**config.mk**
```make
export PLATFORM = sky130hd
export DESIGN_NAME = nios_system_nios2_cpu_oci_dct_packer
export DESIGN_NICKNAME = d
export VERILOG_FILES = /design/src/rtl/nios_system_nios2_cpu_oci_dct_packer.sv
export SDC_FILE = /design/constraint.sdc
export NUM_CORES = 1
export LEC_CHECK = 0
export ABC_AREA = 1
export CAP_MARGIN = 0
export CORE_UTILIZATION = 40
export CTS_CLUSTER_SIZE = 16
export DETAILED_ROUTE_END_ITERATION = 10
export DONT_BUFFER_PORTS = 1
export GPL_TIMING_DRIVEN = 0
export SETUP_SLACK_MARGIN = 0.1
export SYNTH_ARGS = -nofsm -noshare
export SYNTH_HDL_FRONTEND = slang
export SYNTH_SLANG_ARGS = --single-unit
```
**constraint.sdc**
```tcl
create_clock -name clk -period 2.75 [get_ports clk]
set_input_delay 0.825 -clock clk [delete_from_list [all_inputs] [get_ports clk]]
set_output_delay 0.825 -clock clk [all_outputs]
set_load 0.05 [all_outputs]
```
**src/rtl/nios_system_nios2_cpu_oci_dct_packer.sv**
```systemverilog
// Packs 2-bit trace symbols into 30-bit DCT frames and hands them downstream over
// valid/ready; also converts test_ending into a sticky test_has_ended once trace drains.
module nios_system_nios2_cpu_oci_dct_packer #(
    parameter int SYM_W        = 2,
    parameter int DEPTH        = 15,
    parameter int IDLE_TIMEOUT = 64
) (
    input  logic                  clk,
    input  logic                  reset_n,
    input  logic                  tr_valid,
    input  logic [SYM_W-1:0]      tr_sym,
    output logic                  tr_ready,
    input  logic                  flush,
    output logic                  dct_valid,
    input  logic                  dct_ready,
    output logic [15*SYM_W-1:0]   dct_buffer,
    output logic [3:0]            dct_count,
    input  logic                  test_ending,
    output logic                  test_has_ended
);

    localparam int             BUF_W    = 15 * SYM_W;
    localparam logic [3:0]     DEPTH_C  = 4'(DEPTH);
    localparam logic [7:0]     IDLE_LIM = 8'(IDLE_TIMEOUT);

    typedef enum logic [1:0] {
        FILL = 2'd0,
        EMIT = 2'd1,
        DONE = 2'd2
    } state_t;

    state_t             state, state_nx;
    logic [BUF_W-1:0]   buf_nx;
    logic [3:0]         count_nx, count_acc;
    logic               valid_nx, ready_nx, ended_nx;
    logic               ending_q, ending_nx;
    logic [7:0]         idle_q, idle_nx;
    logic               accept, timeout, close;

    always_comb begin
        state_nx  = state;
        buf_nx    = dct_buffer;
        count_nx  = dct_count;
        valid_nx  = dct_valid;
        idle_nx   = '0;
        accept    = 1'b0;
        count_acc = dct_count;
        timeout   = 1'b0;
        close     = 1'b0;
        ending_nx = ending_q | test_ending;

        case (state)
            FILL: begin
                accept = tr_valid & tr_ready;
                if (accept) begin
                    for (int k = 0; k < DEPTH; k++) begin
                        if (dct_count == 4'(k)) buf_nx[k*SYM_W +: SYM_W] = tr_sym;
                    end
                    count_acc = dct_count + 4'd1;
                end
                // Idle counter only runs while a partial frame is waiting; saturates
                // so a disabled timeout can never wrap back into a match.
                if (!accept && dct_count != 4'd0 && idle_q != 8'hFF) idle_nx = idle_q + 8'd1;
                else if (!accept && dct_count != 4'd0)                idle_nx = idle_q;
                timeout  = (IDLE_TIMEOUT != 0) && (idle_nx == IDLE_LIM);
                close    = (count_acc == DEPTH_C) ||
                           ((flush | ending_nx | timeout) && count_acc != 4'd0);
                count_nx = count_acc;
                if (close) begin
                    state_nx = EMIT;
                    valid_nx = 1'b1;
                    idle_nx  = '0;
                end else if (ending_nx && count_acc == 4'd0) begin
                    state_nx = DONE;
                end
            end
            EMIT: begin
                if (dct_ready) begin
                    buf_nx   = '0;
                    count_nx = '0;
                    valid_nx = 1'b0;
                    state_nx = ending_nx ? DONE : FILL;
                end
            end
            DONE: begin
                valid_nx = 1'b0;
            end
            default: begin
                state_nx = FILL;
                valid_nx = 1'b0;
            end
        endcase

        // Requiring FILL on both sides of the edge yields the single bubble after a handoff.
        ready_nx = (state == FILL) && (state_nx == FILL) && !ending_nx;
        ended_nx = test_has_ended | (state_nx == DONE);
    end

    always_ff @(posedge clk or negedge reset_n) begin
        if (!reset_n) begin
            state          <= FILL;
            dct_buffer     <= '0;
            dct_count      <= '0;
            dct_valid      <= 1'b0;
            tr_ready       <= 1'b0;
            test_has_ended <= 1'b0;
            idle_q         <= '0;
            ending_q       <= 1'b0;
        end else begin
            state          <= state_nx;
            dct_buffer     <= buf_nx;
            dct_count      <= count_nx;
            dct_valid      <= valid_nx;
            tr_ready       <= ready_nx;
            test_has_ended <= ended_nx;
            idle_q         <= idle_nx;
            ending_q       <= ending_nx;
        end
    end

endmodule

```
==> impl_metrics.json <==
{
  "synth_fp_nets": 303,
  "dpl.hpwl_mm": 3.67,
  "hold_viol": 0,
  "r2r-end": "idle_q[4]",
  "core-area_um2": 5680,
  "fmax_mhz": 415,
  "netlist_area_um2": 2420,
  "r2r_cells": 12,
  "syn_avg_cell_area_um2": 8.35,
  "fp.dieW_um": 79.8,
  "cts_root_buf": "clkbuf_8",
  "grt_overflow": 0,
  "ios": 45,
  "via_count": 1858,
  "rr_startpoint": "dct_count[0]",
  "crit_type": "flop to flop",
  "fin_crit_sh_pct": 87.6,
  "rows": 27,
  "ant_nets": 0,
  "die_area_um2": 6370,
  "route.detailed.drc": 0,
  "die_y_um": 79.8,
  "num-fill-cells": 553,
  "cts_resized": 0,
  "area_growth_pct": 7.60,
  "slew_headroom_pct": 57.0,
  "grt_max_degree": 49,
  "wl_per_cell_um": 13.8,
  "synth.top_cell.area_share_pct": 49.6,
  "worst_pin_slew_ps": 645,
  "wl_mm": 5.12,
  "synthTopCellsByArea": "dfrtp_1, nand2_1, o21ai_0",
  "crit_path_start": "dct_count[0]",
  "setup_viol": 0,
  "stdcell_area_um2": 2610,
  "p_leak_nw": 1.14,
  "antennaDiodeCount": 0,
  "antenna_found_initial": 0,
  "cts_tree": "yes",
  "setup_tns_ps": 0,
  "startpoint_type": "flop",
  "first_pass_iters": 5,
  "synth-seq-cells": 48,
  "clockBufferDepth": 2,
  "place_area_um2": 2510,
  "ir_worst_vdd_mv": 0.569,
  "reg2reg_slack_ps": 340,
  "cp-end-kind": "flop",
  "numCtsBuffers": 5,
  "cts_max_level": 2,
  "grt_pass1_wl_mm": 8.76,
  "synth_warnings": 0,
  "yosysTopAreaCell": "dfrtp_1",
  "final_common_cell": "nand2_1",
  "portBuffers": 0,
  "synth_cells": 290,
  "cts_hold_buf": 0,
  "postCtsSetupBuffers": 0,
  "drv_slew": 0,
  "final_cell_mix": "nand2_1, o21ai_0, dfrtp_1",
  "synth_cell_types": 30,
  "rsz0062_at_grt": "false",
  "min_period_ps": 2410,
  "final_nets": 310,
  "path_max_fanout": 10,
  "start_util_pct": 42.7,
  "first_iter_violations": 99,
  "grt_pass1_vias": 1823,
  "required_ps": 2950,
  "crit_arrival_ps": 2610,
  "cap_violations": 0,
  "ys_seq_area_share_pct": 49.6,
  "fin_skew_ps": 2.92,
  "globalplace.congestion": 0.841,
  "outcome": "finished clean",
  "cts_sinks": 48,
  "grt_usage_pct": 18.0,
  "clock_latency_ps": 300,
  "p_per_area_nw_per_um2": 1060,
  "viasPerCell": 5.02,
  "holdCritPathClass": "primary input to asynchronous set/reset pin",
  "drive_gt1_share_pct": 13.4,
  "clk_pin_slew_ps": 90
}
layout make-up:
class                           count  area, um2  share of cell area [%]
Inverter                           27        101                    3.89
Multi-Input combinational cell    210       1080                    41.6
Buffer                              5       33.8                    1.30
Tap cell                           72       90.1                    3.46
Clock inverter                      1       7.51                   0.288
Sequential cell                    48       1200                    46.1
Clock buffer                        7       86.3                    3.31
critical path, stage by stage (launching register included):
cell and delay [ps]:
dfrtp_1 740, inv_1 200, ha_1 300, a21oi_4 330
inv_2 80, a21oi_2 130, nand2_1 60, nor2_1 90
nand2_1 70, nand2_2 80, nand2_4 70, nand2_8 110
nor2_2 40
worst max path at each step:
stage | slack (ps) | depth (start not counted) | endpoint
6_report | 340 | 12 | idle_q[4]
4_1_cts | 330 | 12 | idle_q[3]
2_1_floorplan | 630 | 12 | idle_q[2]
5_1_grt | 140 | 12 | idle_q[4]
3_5_place_dp | 350 | 12 | idle_q[3]
3_3_place_gp | 360 | 12 | idle_q[3]
synthesized netlist by cell type, drive strengths merged:
cell,number
nand2,90
o21ai,53
dfrtp,48
nor2,28
inv,27
nand3,15
a21oi,5
ha,5
o22ai,4
buf,3
nand4,3
clkbuf,2
or2,2
xor2,2
a31oi,1
nand3b,1
o21bai,1
power by group:
group          switching, mW  leakage (nW)  internal (mW)  total [mW]
Clock                  0.236        0.0445          0.205       0.441
Sequential             0.893         0.622          0.904        1.80
Combinational          0.327         0.475          0.190       0.517
Total                   1.46          1.14           1.30        2.75
per-layer routing:
metal  up-vias  part of all wire (%)  wire length (um)  track usage, %
met3         4                   8.3               423            6.63
li1        953                     -                 -               -
met2        50                    42              2160            26.0
met4         0                  0.88                45            6.25
met1       851                    49              2490            24.7
met5         -                     0                 0               0
state kept, by name, indices dropped and copies added, names as in the netlist:
name and cells:
dct_buffer 30, dct_count 4, dct_valid 1, ending_q 1
idle_q 8, state 2, test_has_ended 1, tr_ready 1
stage by stage:
stage	worst slack, ps	hold WS, ps	power, mW	std cells	util [%]
after floorplan	630	452	2.19	290	-
after global placement	360	482	2.32	362	44.2
after detailed placement	351	481	2.34	362	44.2
after CTS	332	197	2.78	370	45.9
after global routing	142	181	2.92	370	45.9
final	340	206	2.75	370	45.9
cell families after synthesis:
group / Yosys count / share of synthesized area (%)
AO/OA/AOI/OAI: 64 / 14.5
XOR/XNOR: 2 / 0.724
adder cells (fa/ha/maj): 5 / 2.58
buffers and inverters: 32 / 5.58
flip-flops: 48 / 49.6
AND/OR/NAND/NOR: 139 / 27.0
No activity file was read; power rests on OpenSTA's default activity.
